==> src/rtl/overlay_ctrl_if.sv <==
// overlay_ctrl_if: host streams, job control and overlay-side signals.
// master drives job/host inputs; slave is the controller.
interface overlay_ctrl_if #(
  parameter int DATA_WIDTH = 16,
  parameter int INST_WIDTH = 32
) ();
  logic                    start;
  logic [7:0]              cfg_inst_num;
  logic                    s_inst_v;
  logic [INST_WIDTH-1:0]   s_inst;
  logic                    s_inst_rdy;
  logic                    s_data_v;
  logic [2*DATA_WIDTH-1:0] s_data;
  logic                    s_data_rdy;
  logic                    ce;
  logic                    inst_in_v;
  logic [INST_WIDTH-1:0]   inst_in;
  logic                    din_overlay_v;
  logic [2*DATA_WIDTH-1:0] din_overlay;
  logic                    alpha_v;
  logic                    load;
  logic                    dout_overlay_v;
  logic                    busy;
  logic                    done;
  logic                    err;

  modport master (
    output start, cfg_inst_num,
    output s_inst_v, s_inst,
    output s_data_v, s_data,
    output dout_overlay_v,
    input  s_inst_rdy, s_data_rdy,
    input  ce, inst_in_v, inst_in,
    input  din_overlay_v, din_overlay,
    input  alpha_v, load,
    input  busy, done, err
  );

  modport slave (
    input  start, cfg_inst_num,
    input  s_inst_v, s_inst,
    input  s_data_v, s_data,
    input  dout_overlay_v,
    output s_inst_rdy, s_data_rdy,
    output ce, inst_in_v, inst_in,
    output din_overlay_v, din_overlay,
    output alpha_v, load,
    output busy, done, err
  );
endinterface

==> src/rtl/overlay_ctrl.sv <==
// overlay_ctrl: one-job-at-a-time sequencer, inst -> data -> compute -> drain.
// Optional DRAIN watchdog: define OVERLAY_CTRL_WATCHDOG_EN.
module overlay_ctrl #(
  parameter int PE_NUM      = 8,
  parameter int DATA_WIDTH  = 16,
  parameter int INST_WIDTH  = 32,
  parameter int COMPUTE_LAT = 12,
  parameter int TIMEOUT     = 255
) (
  input logic          clk,
  input logic          rst,
  overlay_ctrl_if.slave bus
);
  localparam int DW   = 2 * DATA_WIDTH;
  localparam int IC_W = 8;
  localparam int DC_W = $clog2(PE_NUM + 1);
  localparam int CC_W = $clog2(COMPUTE_LAT + 1);

  if (COMPUTE_LAT < 1 || TIMEOUT < 1 || PE_NUM < 1) begin : g_bad_cfg
    $error("overlay_ctrl: COMPUTE_LAT, TIMEOUT, PE_NUM must be >= 1");
  end

  typedef enum logic [2:0] {
    IDLE, INST, DATA, COMP, DRAIN, DONE
  } state_e;

  state_e          state_q;
  logic [IC_W-1:0] inst_num_q;
  logic [IC_W-1:0] ic_q;
  logic [DC_W-1:0] dc_q;
  logic [CC_W-1:0] cc_q;
  logic [DC_W-1:0] oc_q;
  logic [INST_WIDTH-1:0] inst_q;
  logic            inst_v_q;
  logic [DW-1:0]   din_q;
  logic            din_v_q;
  logic            alpha_q;
  logic            load_q;
  logic            done_q;

  logic inst_rdy, data_rdy;
  logic inst_hs, data_hs;
  logic inst_last, data_last;
  logic comp_last, drain_last;

  assign inst_rdy   = (state_q == INST);
  assign data_rdy   = (state_q == DATA);
  assign inst_hs    = bus.s_inst_v && inst_rdy;
  assign data_hs    = bus.s_data_v && data_rdy;
  assign inst_last  = (ic_q == inst_num_q - 8'd1);
  assign data_last  = (dc_q == DC_W'(PE_NUM - 1));
  assign comp_last  = (cc_q == CC_W'(COMPUTE_LAT - 1));
  assign drain_last = (oc_q == DC_W'(PE_NUM - 1));

`ifdef OVERLAY_CTRL_WATCHDOG_EN
  localparam int WD_W = $clog2(TIMEOUT + 1);
  logic [WD_W-1:0] wd_q;
  logic            err_q;
  logic            wd_hit;
  assign wd_hit = (wd_q == WD_W'(TIMEOUT - 1));
`endif

  always_ff @(posedge clk) begin
    if (!rst) begin
      state_q    <= IDLE;
      inst_num_q <= '0;
      ic_q       <= '0;
      dc_q       <= '0;
      cc_q       <= '0;
      oc_q       <= '0;
      inst_q     <= '0;
      inst_v_q   <= 1'b0;
      din_q      <= '0;
      din_v_q    <= 1'b0;
      alpha_q    <= 1'b0;
      load_q     <= 1'b0;
      done_q     <= 1'b0;
`ifdef OVERLAY_CTRL_WATCHDOG_EN
      wd_q       <= '0;
      err_q      <= 1'b0;
`endif
    end else begin
      inst_v_q <= 1'b0;
      din_v_q  <= 1'b0;
      alpha_q  <= 1'b0;
      load_q   <= 1'b0;
      done_q   <= 1'b0;
      unique case (state_q)
        IDLE: begin
          if (bus.start) begin
            inst_num_q <= bus.cfg_inst_num;
`ifdef OVERLAY_CTRL_WATCHDOG_EN
            err_q      <= 1'b0;
`endif
            if (bus.cfg_inst_num == '0) begin
              state_q <= DATA;
            end else begin
              state_q <= INST;
            end
          end
        end
        INST: begin
          if (inst_hs) begin
            inst_q   <= bus.s_inst;
            inst_v_q <= 1'b1;
            if (inst_last) begin
              ic_q    <= '0;
              state_q <= DATA;
            end else begin
              ic_q <= ic_q + 1'b1;
            end
          end
        end
        DATA: begin
          if (data_hs) begin
            din_q   <= bus.s_data;
            din_v_q <= 1'b1;
            if (data_last) begin
              dc_q    <= '0;
              alpha_q <= 1'b1;
              state_q <= COMP;
            end else begin
              dc_q <= dc_q + 1'b1;
            end
          end
        end
        COMP: begin
          if (comp_last) begin
            cc_q    <= '0;
            load_q  <= 1'b1;
            state_q <= DRAIN;
          end else begin
            cc_q <= cc_q + 1'b1;
          end
        end
        DRAIN: begin
          if (bus.dout_overlay_v) begin
`ifdef OVERLAY_CTRL_WATCHDOG_EN
            wd_q <= '0;
`endif
            if (drain_last) begin
              oc_q    <= '0;
              done_q  <= 1'b1;
              state_q <= DONE;
            end else begin
              oc_q <= oc_q + 1'b1;
            end
          end
`ifdef OVERLAY_CTRL_WATCHDOG_EN
          // Silent overlay: give up, still close the job with done.
          else if (wd_hit) begin
            wd_q    <= '0;
            oc_q    <= '0;
            err_q   <= 1'b1;
            done_q  <= 1'b1;
            state_q <= DONE;
          end else begin
            wd_q <= wd_q + 1'b1;
          end
`endif
        end
        DONE: begin
          state_q <= IDLE;
        end
        default: begin
          state_q <= IDLE;
        end
      endcase
    end
  end

  assign bus.s_inst_rdy    = inst_rdy;
  assign bus.s_data_rdy    = data_rdy;
  assign bus.busy          = (state_q != IDLE);
  // COMP follows the last data beat, so ce covers its registered word.
  assign bus.ce            = (state_q != IDLE);
  assign bus.inst_in_v     = inst_v_q;
  assign bus.inst_in       = inst_q;
  assign bus.din_overlay_v = din_v_q;
  assign bus.din_overlay   = din_q;
  assign bus.alpha_v       = alpha_q;
  assign bus.load          = load_q;
  assign bus.done          = done_q;
`ifdef OVERLAY_CTRL_WATCHDOG_EN
  assign bus.err           = err_q;
`else
  assign bus.err           = 1'b0;
`endif
endmodule

==> src/flat_wrapper.sv <==
// flat-port wrapper written by rule: the top's interface ports become plain ports
module overlay_ctrl_flat 
#(
  parameter int PE_NUM      = 8,
  parameter int DATA_WIDTH  = 16,
  parameter int INST_WIDTH  = 32,
  parameter int COMPUTE_LAT = 12,
  parameter int TIMEOUT     = 255
)
  (clk, rst, bus_start, bus_cfg_inst_num, bus_s_inst_v, bus_s_inst, bus_s_data_v, bus_s_data, bus_dout_overlay_v, bus_s_inst_rdy, bus_s_data_rdy, bus_ce, bus_inst_in_v, bus_inst_in, bus_din_overlay_v, bus_din_overlay, bus_alpha_v, bus_load, bus_busy, bus_done, bus_err);
  overlay_ctrl_if #(.DATA_WIDTH(DATA_WIDTH), .INST_WIDTH(INST_WIDTH)) bus_i ();
  input logic clk;
  input logic rst;
  input wire logic [$bits(bus_i.start)-1:0] bus_start;
  input wire logic [$bits(bus_i.cfg_inst_num)-1:0] bus_cfg_inst_num;
  input wire logic [$bits(bus_i.s_inst_v)-1:0] bus_s_inst_v;
  input wire logic [$bits(bus_i.s_inst)-1:0] bus_s_inst;
  input wire logic [$bits(bus_i.s_data_v)-1:0] bus_s_data_v;
  input wire logic [$bits(bus_i.s_data)-1:0] bus_s_data;
  input wire logic [$bits(bus_i.dout_overlay_v)-1:0] bus_dout_overlay_v;
  output wire logic [$bits(bus_i.s_inst_rdy)-1:0] bus_s_inst_rdy;
  output wire logic [$bits(bus_i.s_data_rdy)-1:0] bus_s_data_rdy;
  output wire logic [$bits(bus_i.ce)-1:0] bus_ce;
  output wire logic [$bits(bus_i.inst_in_v)-1:0] bus_inst_in_v;
  output wire logic [$bits(bus_i.inst_in)-1:0] bus_inst_in;
  output wire logic [$bits(bus_i.din_overlay_v)-1:0] bus_din_overlay_v;
  output wire logic [$bits(bus_i.din_overlay)-1:0] bus_din_overlay;
  output wire logic [$bits(bus_i.alpha_v)-1:0] bus_alpha_v;
  output wire logic [$bits(bus_i.load)-1:0] bus_load;
  output wire logic [$bits(bus_i.busy)-1:0] bus_busy;
  output wire logic [$bits(bus_i.done)-1:0] bus_done;
  output wire logic [$bits(bus_i.err)-1:0] bus_err;
  assign bus_i.start = bus_start;
  assign bus_i.cfg_inst_num = bus_cfg_inst_num;
  assign bus_i.s_inst_v = bus_s_inst_v;
  assign bus_i.s_inst = bus_s_inst;
  assign bus_i.s_data_v = bus_s_data_v;
  assign bus_i.s_data = bus_s_data;
  assign bus_i.dout_overlay_v = bus_dout_overlay_v;
  assign bus_s_inst_rdy = bus_i.s_inst_rdy;
  assign bus_s_data_rdy = bus_i.s_data_rdy;
  assign bus_ce = bus_i.ce;
  assign bus_inst_in_v = bus_i.inst_in_v;
  assign bus_inst_in = bus_i.inst_in;
  assign bus_din_overlay_v = bus_i.din_overlay_v;
  assign bus_din_overlay = bus_i.din_overlay;
  assign bus_alpha_v = bus_i.alpha_v;
  assign bus_load = bus_i.load;
  assign bus_busy = bus_i.busy;
  assign bus_done = bus_i.done;
  assign bus_err = bus_i.err;
  overlay_ctrl #(.PE_NUM(PE_NUM), .DATA_WIDTH(DATA_WIDTH), .INST_WIDTH(INST_WIDTH), .COMPUTE_LAT(COMPUTE_LAT), .TIMEOUT(TIMEOUT)) u_core (.clk(clk), .rst(rst), .bus(bus_i));
endmodule
==> config.mk <==
export PLATFORM = sky130hd
export DESIGN_NAME = overlay_ctrl_flat
export DESIGN_NICKNAME = d
export VERILOG_FILES = /design/src/rtl/overlay_ctrl_if.sv /design/src/rtl/overlay_ctrl.sv /design/src/flat_wrapper.sv
export SDC_FILE = /design/constraint.sdc
export NUM_CORES = 1
export LEC_CHECK = 0
export ABC_AREA = 1
export CORE_ASPECT_RATIO = 0.5
export CORE_UTILIZATION = 38
export DETAILED_ROUTE_END_ITERATION = 8
export PLACE_DENSITY = 0.73
export SYNTH_ARGS = -nofsm -noshare
export SYNTH_HDL_FRONTEND = slang
export SYNTH_SLANG_ARGS = --single-unit
==> constraint.sdc <==
create_clock -name clk -period 1.63 [get_ports clk]
set_clock_uncertainty 0.05 [all_clocks]
set_input_delay 0.326 -clock clk [delete_from_list [all_inputs] [get_ports clk]]
set_output_delay 0.326 -clock clk [all_outputs]
set_load 0.1 [all_outputs]
==> results of run 1 <==
==> worst max-delay path, cell delays in order, from the launching register on <==
cell	delay (ns)
sky130_fd_sc_hd__dfxtp_2	0.34
sky130_fd_sc_hd__inv_2	0.08
sky130_fd_sc_hd__nand2_4	0.06
sky130_fd_sc_hd__nor2_4	0.14
sky130_fd_sc_hd__clkinvlp_4	0.13
sky130_fd_sc_hd__buf_12	0.14
sky130_fd_sc_hd__buf_12	0.15
==> registers in the layout, summed over array words and instances, names as in the netlist <==
| signal | flops |
|---|---|
| u_core.bus.alpha_v | 1 |
| u_core.bus.din_overlay | 32 |
| u_core.bus.din_overlay_v | 1 |
| u_core.bus.done | 1 |
| u_core.bus.inst_in | 32 |
| u_core.bus.inst_in_v | 1 |
| u_core.bus.load | 1 |
| u_core.cc_q | 4 |
| u_core.dc_q | 4 |
| u_core.ic_q | 8 |
| u_core.inst_num_q | 8 |
| u_core.oc_q | 4 |
| u_core.state_q | 3 |
==> metrics by stage <==
step	power (mW)	cell area, µm²
2_1_floorplan	6.21	4210
5_1_grt	11.2	7340
3_3_place_gp	8.07	6840
4_1_cts	10.5	7220
3_5_place_dp	8.14	6840
6_report	10.7	7340
==> power groups by stage <==
stage	Combinational, mW	Clock (mW)	Sequential [mW]
global placement	4.95	0	3.12
detailed placement	5.01	0	3.13
CTS	5.16	2.24	3.08
finish	5.37	2.21	3.08
floorplan	1.71	0	4.50
global route	5.67	2.36	3.12
==> worst paths after layout <==
check | startpoint | to | slack [ns] | cells after the start
setup reg to reg | u_core.inst_num_q[1]$_SDFFE_PN0P_ | u_core.ic_q[6]$_SDFFE_PN0P_ | -0.10 | 13
setup / recovery | u_core.state_q[0]$_SDFFE_PN0P_ | bus_busy | -0.14 | 6
hold / removal | u_core.dc_q[3]$_SDFFE_PN0P_ | u_core.bus.alpha_v$_SDFF_PN0_ | 0.42 | 1
hold reg to reg | u_core.dc_q[3]$_SDFFE_PN0P_ | u_core.bus.alpha_v$_SDFF_PN0_ | 0.42 | 1
==> routing by layer <==
metal  vias up  global-route usage
met5         -                   0
met1      2013               0.245
li1       2209                   -
met4         0              0.0657
met3        30              0.0784
met2       120               0.374
==> layout make-up <==
| type | instances | share of cell area |
|---|---|---|
| clock buffer | 10 | 0.0325 |
| clock inverter | 6 | 0.00988 |
| inverter | 54 | 0.0295 |
| multi-input combinational | 401 | 0.265 |
| sequential | 100 | 0.273 |
| tap | 140 | 0.0239 |
| timing repair buffer | 201 | 0.366 |
==> kinds of logic (layout without fill, tap and decap cells) <==
family,after synthesis,after routing,synth area share
flops,100,100,0.480
compound gates,109,109,0.137
fa+ha+maj,5,5,0.0150
buf+inv,79,271,0.0772
xor+xnor,6,6,0.0126
other cells,1,1,0.000900
simple gates,280,280,0.277
==> cell usage in the layout (no fill, tap or decap), drive strengths merged, types with 4 or more instances in the layout <==
| cell | count |
|---|---|
| a21oi | 50 |
| clkinvlp | 4 |
| nand3 | 21 |
| nor3 | 7 |
| clkinv | 4 |
| nor2 | 112 |
| xor2 | 5 |
| nand2 | 137 |
| ha | 5 |
| inv | 51 |
| clkbuf | 10 |
| buf | 124 |
| o21ai | 53 |
| dfxtp | 100 |
| clkdlybuf4s50 | 77 |
==> repair_timing <==
action                                  4_1_cts  5_1_grt
gates resized for setup                       8       23
setup buffers                                 6        6
hold buffers                                  0        0
endpoints found under the setup margin       14       16
pin swaps                                     5       12
==> results.ini, run 1 <==
[detailed_routing]
vias_per_cell = 4.79
ant_nets = 0
met3RoutedLength_um = 720
wirelength_um = 12200
drc_errors = 0
avgRoutedWirePerCell_um = 13.4
detailroute.via_count = 4372
detail_route.wirelength.met1_um = 4810
route.top_layer_used = met4
firstDrtPassIters = 6
met2WireLength_um = 6330
drt_iter0_markers = 177

[timing]
setup_tns_ns = -1.18
final_max_slew_viol_count = 0
setup_viol_count_final = 13
setup_slack_ns = -0.135
final_hold_viol_count = 0
shortest_period_the_worst_path_allows_ns = 1.77
layout_worst_path_cycle_share = 1.08
timing.fmax_mhz = 566
rsz0062_at_grt = yes
timing.hold.ws_ns = 0.420

[setup_path]
critical_path_class = reg -> out
worstPathMaxFanout = 3
critical_path.startpoint_type = flip-flop
cp.required_ns = 1.25
cp.arrival_ns = 1.39
critPathCaptureType = output port

[run_status]
failing_checks = setup timing
run_status = finished with violations

[yosys]
ys_warn_count = 0
yosysMostFrequentCell = sky130_fd_sc_hd__nand2_1
post_synth_main_area_contributors = sky130_fd_sc_hd__dfxtp_1 (48%), sky130_fd_sc_hd__nand2_1 (12%), sky130_fd_sc_hd__nor2_1 (9.5%)
flip_flop_cell_with_the_highest_count_after_synthesis = sky130_fd_sc_hd__dfxtp_1
syn_avg_cell_area_um2 = 7.19
ys_async_rst_share = 0
syn-num-nets = 663
proportion_of_synthesized_chip_area_in_sequential_cells = 0.480
fraction_of_synthesized_cell_area_taken_by_the_top_area_cell_type = 0.480
mappedNetlistArea_um2 = 4170
synth.cells.most_frequent = sky130_fd_sc_hd__nand2_1 (134), sky130_fd_sc_hd__nor2_1 (105), sky130_fd_sc_hd__dfxtp_1 (100), sky130_fd_sc_hd__a21oi_1 (50), sky130_fd_sc_hd__o21ai_0 (47)
synth_cell_types = 34
postSynthRegisterBits = 100
synth.largest_area_cell = sky130_fd_sc_hd__dfxtp_1
synthCells = 580
synth-edff-count = 0

[final_layout]
multi_input_area_um2 = 1940
area_growth_pct = 76.2
layout.area.seq_um2 = 2010
num-nets-final = 850
final_layout_size_suffix_gt1_frac = 0.250
fillers = 738
layout.cells.non_filler = 912
antenna_cells_inserted = 0
fin_util = 0.703

[power]
reported_leakage_power_nw = 3.09
p_int_mw = 6.08
worst_ir_drop_vdd_v = 0.000800
power_frac_clock = 0.207
share_comb_of_total_power = 0.504
powerDensity_nw_per_um2 = 1450
power.sequential.fraction = 0.289
p_sw_mw = 4.59
share_of_total_power_consumed_by_net_switching = 0.430

[floorplan]
core-area_um2 = 10400
initial_core_util = 0.399
die_area_um2 = 11400
floorplan.rows = 26
chipHeight_um = 76.1
dieWidth_um = 150
ioPinCount = 152

[clock_network]
cts_root_buf = sky130_fd_sc_hd__clkbuf_16
numCtsBuffers = 9
number_of_h_tree_levels = 3
cts_num_sinks = 100
clkSlewWorstSetupHoldPaths_ns = 0.07
cts_tree = done
clk-insertion-delay-late_ns = 0.35
clockBufferDepth = 2

[grt]
grt_first_pass_wirelength_um = 19600
grt_overflow = 0
globalRouteTotalUtil = 0.215
antenna_found_initial = 0
grt_max_degree = 34
grt_pass1_vias = 4245

[placement]
place_inst = 884
hpwlAfterDp_um = 8680
io_buffers = 150
pre_cts_ws_ns = -0.122
finalWeightedCongestion = 0.830

[min_path]
hold_path.class = reg -> reg

[flow_run]
max-cap-violations = 0

Power figures use the tool's default switching activity.
==> run 2, diff against run 1 <==
Clock period 1.63 ns to 1.6 ns, I/O delays scaled along.
==> run 2 against run 1 <==
Net effect: the flow still finishes with violations (setup timing); design area hardly changed; wire length grew 1.2%; worst setup slack worse by 0.049 ns; register-to-register slack lost 0.08 ns; largest cell class unchanged; via count is 0.87% lower; critical path type is now reg -> reg; sequential power increased by 2%; hold slack lost 0.016 ns; flip-flop and latch count did not move; total power up 2.4%.
==> results.ini, run 2 (synthesized netlist as in run 1, its figures left out) <==
[grt]
gr-usage-met1 = 0.247  ; was 0.245
grt_first_pass_wirelength_um = 19900  ; was 19600 µm
use_met3 = 0.0760  ; was 0.0784
grt_pass1_vias = 4205  ; was 4245
globalRouteMet2Util = 0.396  ; was 0.374
grt_max_degree = 34  ; unchanged
globalRouteTotalUtil = 0.221  ; was 0.215
antenna_found_initial = 0  ; unchanged
grt_overflow = 0  ; unchanged
most_utilized_layer_in_the_global_route_result = met2  ; unchanged

[final_layout]
final_layout_size_suffix_gt1_frac = 0.235  ; was 0.250
final_common_cell = sky130_fd_sc_hd__nand2_1  ; unchanged
num-nets-final = 850  ; unchanged
multi_input_area_um2 = 1900  ; was 1940 µm²
layout_common_cells = sky130_fd_sc_hd__nand2_1 (130), sky130_fd_sc_hd__nor2_1 (104), sky130_fd_sc_hd__dfxtp_1 (95), sky130_fd_sc_hd__buf_12 (79), sky130_fd_sc_hd__clkdlybuf4s50_1 (77)  ; was sky130_fd_sc_hd__nand2_1 (128), sky130_fd_sc_hd__nor2_1 (99), sky130_fd_sc_hd__dfxtp_1 (95), sky130_fd_sc_hd__buf_12 (78), sky130_fd_sc_hd__clkdlybuf4s50_1 (77)
area_growth_pct = 76.1  ; was 76.2%
layout.area.seq_um2 = 2010  ; about the same
fillers = 746  ; was 738
antenna_cells_inserted = 0  ; unchanged
finalInstanceArea_um2 = 7340  ; about the same
fin_util = 0.703  ; about the same

[clock_network]
clockBufferDepth = 2  ; unchanged
cts_num_sinks = 100  ; unchanged
clkSlewWorstSetupHoldPaths_ns = 0.06  ; was 0.07 ns
numCtsBuffers = 9  ; unchanged
clk-insertion-delay-late_ns = 0.35  ; about the same
number_of_h_tree_levels = 3  ; unchanged
cts_root_buf = sky130_fd_sc_hd__clkbuf_16  ; unchanged
cts_tree = done  ; unchanged
cts_hold_repair.buffers = 0  ; unchanged

[power]
power.sequential.fraction = 0.289  ; about the same
powerDensity_nw_per_um2 = 1490  ; was 1450 nW/µm²
share_comb_of_total_power = 0.493  ; was 0.504
share_of_total_power_consumed_by_net_switching = 0.418  ; was 0.430
post-layout-total-power_mw = 10.9  ; was 10.7 mW
worst_ir_drop_vdd_v = 0.000828  ; was 0.000800 V
reported_leakage_power_nw = 3.11  ; was 3.09 nW
power_frac_clock = 0.218  ; was 0.207
p_sw_mw = 4.56  ; was 4.59 mW
p_int_mw = 6.36  ; was 6.08 mW

[floorplan]
core-area_um2 = 10400  ; unchanged
chipHeight_um = 76.1  ; unchanged
floorplan.rows = 26  ; unchanged
ioPinCount = 152  ; unchanged
die_area_um2 = 11400  ; unchanged
initial_core_util = 0.399  ; unchanged
dieWidth_um = 150  ; unchanged

[detailed_routing]
ant_nets = 0  ; unchanged
wirelength_um = 12300  ; was 12200 µm
vias_per_cell = 4.76  ; was 4.79
drc_errors = 0  ; unchanged
drt_iter0_markers = 178  ; was 177
avgRoutedWirePerCell_um = 13.5  ; was 13.4 µm
detailroute.via_count = 4334  ; was 4372
firstDrtPassIters = 4  ; was 6

[placement]
total_cell_area_at_the_placement_stage_um2 = 6840  ; about the same
finalWeightedCongestion = 0.830  ; about the same
io_buffers = 150  ; unchanged
hpwlAfterDp_um = 8460  ; was 8680 µm

[flow_run]
max-cap-violations = 0  ; unchanged

[run_status]
failing_checks = setup timing  ; unchanged
run_status = finished with violations  ; unchanged

[setup_path]
critPathCaptureType = flip-flop  ; was output port
cp.required_ns = 1.78  ; was 1.25 ns
worstPathMaxFanout = 3  ; unchanged
cp.arrival_ns = 1.97  ; was 1.39 ns
timing.rr.start = u_core.inst_num_q[1]$_SDFFE_PN0P_  ; unchanged
timing.critical_path.from = u_core.inst_num_q[1]$_SDFFE_PN0P_  ; was u_core.state_q[0]$_SDFFE_PN0P_
critical_path.startpoint_type = flip-flop  ; unchanged
critical_path_class = reg -> reg  ; was reg -> out

[timing]
setup_slack_ns = -0.185  ; was -0.135 ns
layout_worst_path_cycle_share = 1.12
rsz0062_at_grt = yes  ; unchanged
timing.fmax_mhz = 560
shortest_period_the_worst_path_allows_ns = 1.78
final_hold_viol_count = 0  ; unchanged
final_max_slew_viol_count = 0  ; unchanged
setup_viol_count_final = 14  ; was 13

[min_path]
hold_path.class = reg -> reg  ; unchanged
hp-start = u_core.dc_q[3]$_SDFFE_PN0P_  ; unchanged

==> run 2: changes by cell type in the layout (fill, tap and decap cells not counted), moves of 2 or more <==
| cell | delta |
|---|---|
| sky130_fd_sc_hd__nor2_1 | +5 |
| sky130_fd_sc_hd__nor2_2 | -5 |
| sky130_fd_sc_hd__inv_4 | +4 |
| sky130_fd_sc_hd__clkinvlp_4 | -3 |
| sky130_fd_sc_hd__nand3_1 | +3 |
| sky130_fd_sc_hd__nand3_2 | -3 |
| sky130_fd_sc_hd__buf_4 | -2 |
| sky130_fd_sc_hd__inv_2 | -2 |
| sky130_fd_sc_hd__inv_8 | -2 |
| sky130_fd_sc_hd__nand2_1 | +2 |
==> run 2: metal layers <==
| metal | vias to the layer above | wire length, µm |
|---|---|---|
| met2 | 109 | 6260 |
| met4 | 0 | 188 |
| li1 | 2206 | - |
| met3 | 17 | 820 |
| met1 | 2002 | 5050 |
| met5 | - | 0 |
==> run 2: cell type report <==
type / count / share of cell area
Timing Repair Buffer: 201 / 0.369
Sequential cell: 100 / 0.274
Multi-Input combinational cell: 401 / 0.259
Clock buffer: 12 / 0.0350
Inverter: 54 / 0.0298
Tap cell: 140 / 0.0239
Clock inverter: 3 / 0.00938
==> run 2: worst max-delay path: stages (launching register included) <==
cell                      delay [ns]
sky130_fd_sc_hd__dfxtp_2        0.34
sky130_fd_sc_hd__inv_2          0.05
sky130_fd_sc_hd__ha_4           0.26
sky130_fd_sc_hd__inv_2          0.04
sky130_fd_sc_hd__nand2_2        0.05
sky130_fd_sc_hd__nand2_1        0.05
sky130_fd_sc_hd__nor2_1         0.09
sky130_fd_sc_hd__nand3_1        0.08
sky130_fd_sc_hd__nor2_1         0.12
sky130_fd_sc_hd__nand3_2        0.15
sky130_fd_sc_hd__o21ai_4        0.21
sky130_fd_sc_hd__buf_4          0.14
sky130_fd_sc_hd__a21oi_1        0.03
==> run 2: path summary, 6_finish.rpt <==
kind,end,slack [ns],cells past startpoint
max,u_core.ic_q[0]$_SDFFE_PN0P_,-0.18,12
min,u_core.bus.alpha_v$_SDFF_PN0_,0.40,1
max reg2reg,u_core.ic_q[0]$_SDFFE_PN0P_,-0.18,12
min reg2reg,u_core.bus.alpha_v$_SDFF_PN0_,0.40,1
==> run 2: power by group through the flow <==
| stage | Sequential [mW] | Clock [mW] | Combinational (mW) |
|---|---|---|---|
| 2_1_floorplan | 4.58 | 0 | 1.72 |
| 3_3_place_gp | 3.17 | 0 | 4.97 |
| 3_5_place_dp | 3.19 | 0 | 5.02 |
| 4_1_cts | 3.14 | 2.43 | 5.23 |
| 5_1_grt | 3.19 | 2.53 | 5.68 |
| 6_report | 3.15 | 2.38 | 5.38 |
==> run 2: metrics by stage <==
stage | std cells | TNS, ns | hold slack, ns | worst slack, ns
floorplan | 580 | -0.941 | 0.372 | -0.194
global placement | 884 | -6.09 | 0.380 | -0.192
detailed placement | 884 | -7.05 | 0.399 | -0.222
CTS | 905 | -1.56 | 0.409 | -0.179
global route | 911 | -3.40 | 0.415 | -0.302
finish | 911 | -1.84 | 0.404 | -0.185
==> run 2: what timing repair did <==
| action | in CTS | in global routing |
|---|---|---|
| setup buffers | 6 | 6 |
| resized for setup | 11 | 15 |
| pin swaps | 12 | 6 |
| cloned | 0 | 0 |
| setup endpoints to repair | 14 | 17 |
==> run 3, diff against run 2 <==
Settings changed: ABC_AREA 1 to unset, PLACE_DENSITY 0.73 to 0.72.
==> run 3 against run 2 <==
Net effect: the flow finishes with violations (DRC, setup timing); global-route usage hardly changed; area after synthesis up 3.2%; non-clock buffer count is 28 higher; critical endpoint is now u_core.state_q[0]$_SDFFE_PN0P_; largest power group unchanged; highest routed layer unchanged.
==> results.ini, run 3 <==
[grt]
grt_first_pass_wirelength_um = 20900  ; was 19900 µm
grt_max_degree = 60  ; was 34
antenna_found_initial = 0  ; unchanged
grt_pass1_vias = 4240  ; was 4205
globalRouteTotalUtil = 0.222  ; was 0.221
grt_overflow = 0  ; unchanged

[timing]
layout_worst_path_cycle_share = 1.25  ; was 1.12
shortest_period_the_worst_path_allows_ns = 2.00  ; was 1.78 ns
rsz0062_at_grt = yes  ; unchanged
final_max_slew_viol_count = 0  ; unchanged
timing.fmax_mhz = 500  ; was 560 MHz
timing.hold.ws_ns = 0.391  ; was 0.404 ns
final_hold_viol_count = 0  ; unchanged
setup_slack_ns = -0.398  ; was -0.185 ns
setup_viol_count_final = 15  ; was 14

[yosys]
post_synth_main_area_contributors = sky130_fd_sc_hd__dfxtp_1 (47%), sky130_fd_sc_hd__nand2_1 (14%), sky130_fd_sc_hd__a21boi_0 (13%)  ; was sky130_fd_sc_hd__dfxtp_1 (48%), sky130_fd_sc_hd__nand2_1 (12%), sky130_fd_sc_hd__nor2_1 (9.5%)
ys_warn_count = 0  ; unchanged
postSynthRegisterBits = 100  ; unchanged
proportion_of_synthesized_chip_area_in_sequential_cells = 0.466  ; was 0.480
synth_cell_types = 50  ; was 34
yosysMostFrequentCell = sky130_fd_sc_hd__nand2_1  ; unchanged
syn_avg_cell_area_um2 = 8.41  ; was 7.19 µm²
ys_async_rst_share = 0  ; unchanged
synth-edff-count = 0  ; unchanged
mappedNetlistArea_um2 = 4300  ; was 4170 µm²
synth.largest_area_cell = sky130_fd_sc_hd__dfxtp_1  ; unchanged
flip_flop_cell_with_the_highest_count_after_synthesis = sky130_fd_sc_hd__dfxtp_1  ; unchanged
syn-num-nets = 594  ; was 663
fraction_of_synthesized_cell_area_taken_by_the_top_area_cell_type = 0.466  ; was 0.480
synthCells = 511  ; was 580
synth.cells.most_frequent = sky130_fd_sc_hd__nand2_1 (163), sky130_fd_sc_hd__dfxtp_1 (100), sky130_fd_sc_hd__a21boi_0 (75), sky130_fd_sc_hd__clkbuf_1 (20), sky130_fd_sc_hd__xnor2_1 (13)  ; was sky130_fd_sc_hd__nand2_1 (134), sky130_fd_sc_hd__nor2_1 (105), sky130_fd_sc_hd__dfxtp_1 (100), sky130_fd_sc_hd__a21oi_1 (50), sky130_fd_sc_hd__o21ai_0 (47)

[min_path]
hold_path.class = in -> reg  ; was reg -> reg

[detailed_routing]
detailroute.via_count = 4268  ; was 4334
ant_nets = 0  ; unchanged
avgRoutedWirePerCell_um = 14.8  ; was 13.5 µm
vias_per_cell = 4.92  ; was 4.76
wirelength_um = 12800  ; was 12300 µm
drt_iter0_markers = 214  ; was 178
firstDrtPassIters = 7  ; was 4
drc_errors = 10  ; was 0

[placement]
total_cell_area_at_the_placement_stage_um2 = 7120  ; was 6840 µm²
hpwlAfterDp_um = 8350  ; was 8460 µm
finalWeightedCongestion = 0.894  ; was 0.830
io_buffers = 150  ; unchanged

[power]
power.sequential.fraction = 0.277  ; was 0.289
powerDensity_nw_per_um2 = 1440  ; was 1490 nW/µm²
share_of_total_power_consumed_by_net_switching = 0.418  ; about the same
p_sw_mw = 4.71  ; was 4.56 mW
share_comb_of_total_power = 0.516  ; was 0.493
reported_leakage_power_nw = 3.07  ; was 3.11 nW
power_frac_clock = 0.207  ; was 0.218
post-layout-total-power_mw = 11.3  ; was 10.9 mW
p_int_mw = 6.56  ; was 6.36 mW
worst_ir_drop_vdd_v = 0.000769  ; was 0.000828 V

[final_layout]
antenna_cells_inserted = 0  ; unchanged
finalInstanceArea_um2 = 7810  ; was 7340 µm²
layout_common_cells = sky130_fd_sc_hd__nand2_1 (157), sky130_fd_sc_hd__dfxtp_1 (95), sky130_fd_sc_hd__buf_12 (77), sky130_fd_sc_hd__clkdlybuf4s50_1 (76), sky130_fd_sc_hd__buf_4 (59)  ; was sky130_fd_sc_hd__nand2_1 (130), sky130_fd_sc_hd__nor2_1 (104), sky130_fd_sc_hd__dfxtp_1 (95), sky130_fd_sc_hd__buf_12 (79), sky130_fd_sc_hd__clkdlybuf4s50_1 (77)
final_common_cell = sky130_fd_sc_hd__nand2_1  ; unchanged
fillers = 786  ; was 746
num-nets-final = 801  ; was 850
final_layout_size_suffix_gt1_frac = 0.289  ; was 0.235
area_growth_pct = 81.6  ; was 76.1%

[floorplan]
die_area_um2 = 11800  ; was 11400 µm²
dieWidth_um = 152  ; was 150 µm
chipHeight_um = 77.2  ; was 76.1 µm
floorplan.rows = 27  ; was 26
initial_core_util = 0.390  ; was 0.399
ioPinCount = 152  ; unchanged
core-area_um2 = 11000  ; was 10400 µm²

[clock_network]
clkSlewWorstSetupHoldPaths_ns = 0.07  ; was 0.06 ns
number_of_h_tree_levels = 3  ; unchanged
clk-insertion-delay-late_ns = 0.35  ; about the same
cts_root_buf = sky130_fd_sc_hd__clkbuf_16  ; unchanged
clockBufferDepth = 2  ; unchanged
cts_num_sinks = 100  ; unchanged
numCtsBuffers = 9  ; unchanged
cts_tree = done  ; unchanged

[setup_path]
cp.required_ns = 1.78  ; about the same
critical_path.startpoint_type = flip-flop  ; unchanged
cp.arrival_ns = 2.18  ; was 1.97 ns
critical_path_class = reg -> reg  ; unchanged
critPathCaptureType = flip-flop  ; unchanged
worstPathMaxFanout = 3  ; unchanged

[run_status]
run_status = finished with violations  ; unchanged
failing_checks = DRC, setup timing  ; was setup timing

[flow_run]
max-cap-violations = 0  ; unchanged

==> run 3: repair_timing <==
item	4_1_cts	5_1_grt
cloned	1	1
hold buffers	0	0
pin swaps	21	15
endpoints found under the setup margin	46	77
setup buffers	9	5
gates resized for setup	39	39
==> run 3: power by group through the flow <==
stage                     registers, mW  logic (mW)  clock network [mW]
after floorplan                    4.45        1.92                   0
after global placement             3.13        5.13                   0
after detailed placement           3.14        5.18                   0
after CTS                          3.11        5.57                2.38
after global routing               3.16        6.08                2.50
final                              3.12        5.81                2.33
==> run 3: layer usage <==
layer | wire length (µm) | track usage | up-vias
met5 | 0 | 0 | -
met4 | 179 | 0.0667 | 0
met3 | 466 | 0.0475 | 18
met2 | 6800 | 0.407 | 83
met1 | 5380 | 0.260 | 2039
li1 | - | - | 2128
==> run 3: logic make-up after synthesis <==
| family | count (synthesis) | synth area share |
|---|---|---|
| AO/OA/AOI/OAI | 108 | 0.185 |
| multiplexers | 2 | 0.00466 |
| adder cells (fa/ha/maj) | 5 | 0.0146 |
| XOR/XNOR | 18 | 0.0384 |
| buffers and inverters | 37 | 0.0393 |
| other | 1 | 0.000872 |
| AND/OR/NAND/NOR | 240 | 0.252 |
| flip-flops | 100 | 0.466 |
==> run 3: per-stage QoR <==
stage / cells / setup TNS, ns / utilization / setup WS, ns
after floorplan: 511 / -46.04 / - / -0.773
after global placement: 837 / -12.48 / 0.647 / -0.558
after detailed placement: 837 / -14.89 / 0.647 / -0.619
after CTS: 863 / -3.56 / 0.696 / -0.359
after global routing: 868 / -5.00 / 0.709 / -0.481
final: 868 / -3.99 / 0.709 / -0.398
==> run 3: path summary, 6_finish.rpt <==
kind	startpoint	to	depth (start not counted)	slack, ns
max	u_core.inst_num_q[1]$_SDFFE_PN0P_	u_core.state_q[0]$_SDFFE_PN0P_	11	-0.40
min	rst	u_core.state_q[0]$_SDFFE_PN0P_	4	0.39
max reg2reg	u_core.inst_num_q[1]$_SDFFE_PN0P_	u_core.state_q[0]$_SDFFE_PN0P_	11	-0.40
min reg2reg	u_core.bus.inst_in[10]$_SDFFE_PN0P_	u_core.bus.inst_in[10]$_SDFFE_PN0P_	2	0.44
==> run 3: layout make-up <==
type                            count  area, µm²  area share
Clock buffer                       12        267      0.0341
Clock inverter                      4       55.1     0.00705
Inverter                            4       17.5     0.00224
Multi-Input combinational cell    374       2300       0.295
Sequential cell                   100       2010       0.258
Tap cell                          145        181      0.0232
Timing Repair Buffer              229       2970       0.381
==> run 3: critical path, cell delays in order, from the launching register on <==
cell and delay [ns]:
sky130_fd_sc_hd__dfxtp_2 0.32, sky130_fd_sc_hd__inv_2 0.06, sky130_fd_sc_hd__ha_4 0.14, sky130_fd_sc_hd__and2_4 0.15
sky130_fd_sc_hd__buf_6 0.09, sky130_fd_sc_hd__a211oi_2 0.05, sky130_fd_sc_hd__o31ai_2 0.26, sky130_fd_sc_hd__nand4_1 0.19
sky130_fd_sc_hd__buf_4 0.19, sky130_fd_sc_hd__buf_6 0.11, sky130_fd_sc_hd__o2111ai_2 0.16, sky130_fd_sc_hd__nand3_1 0.09
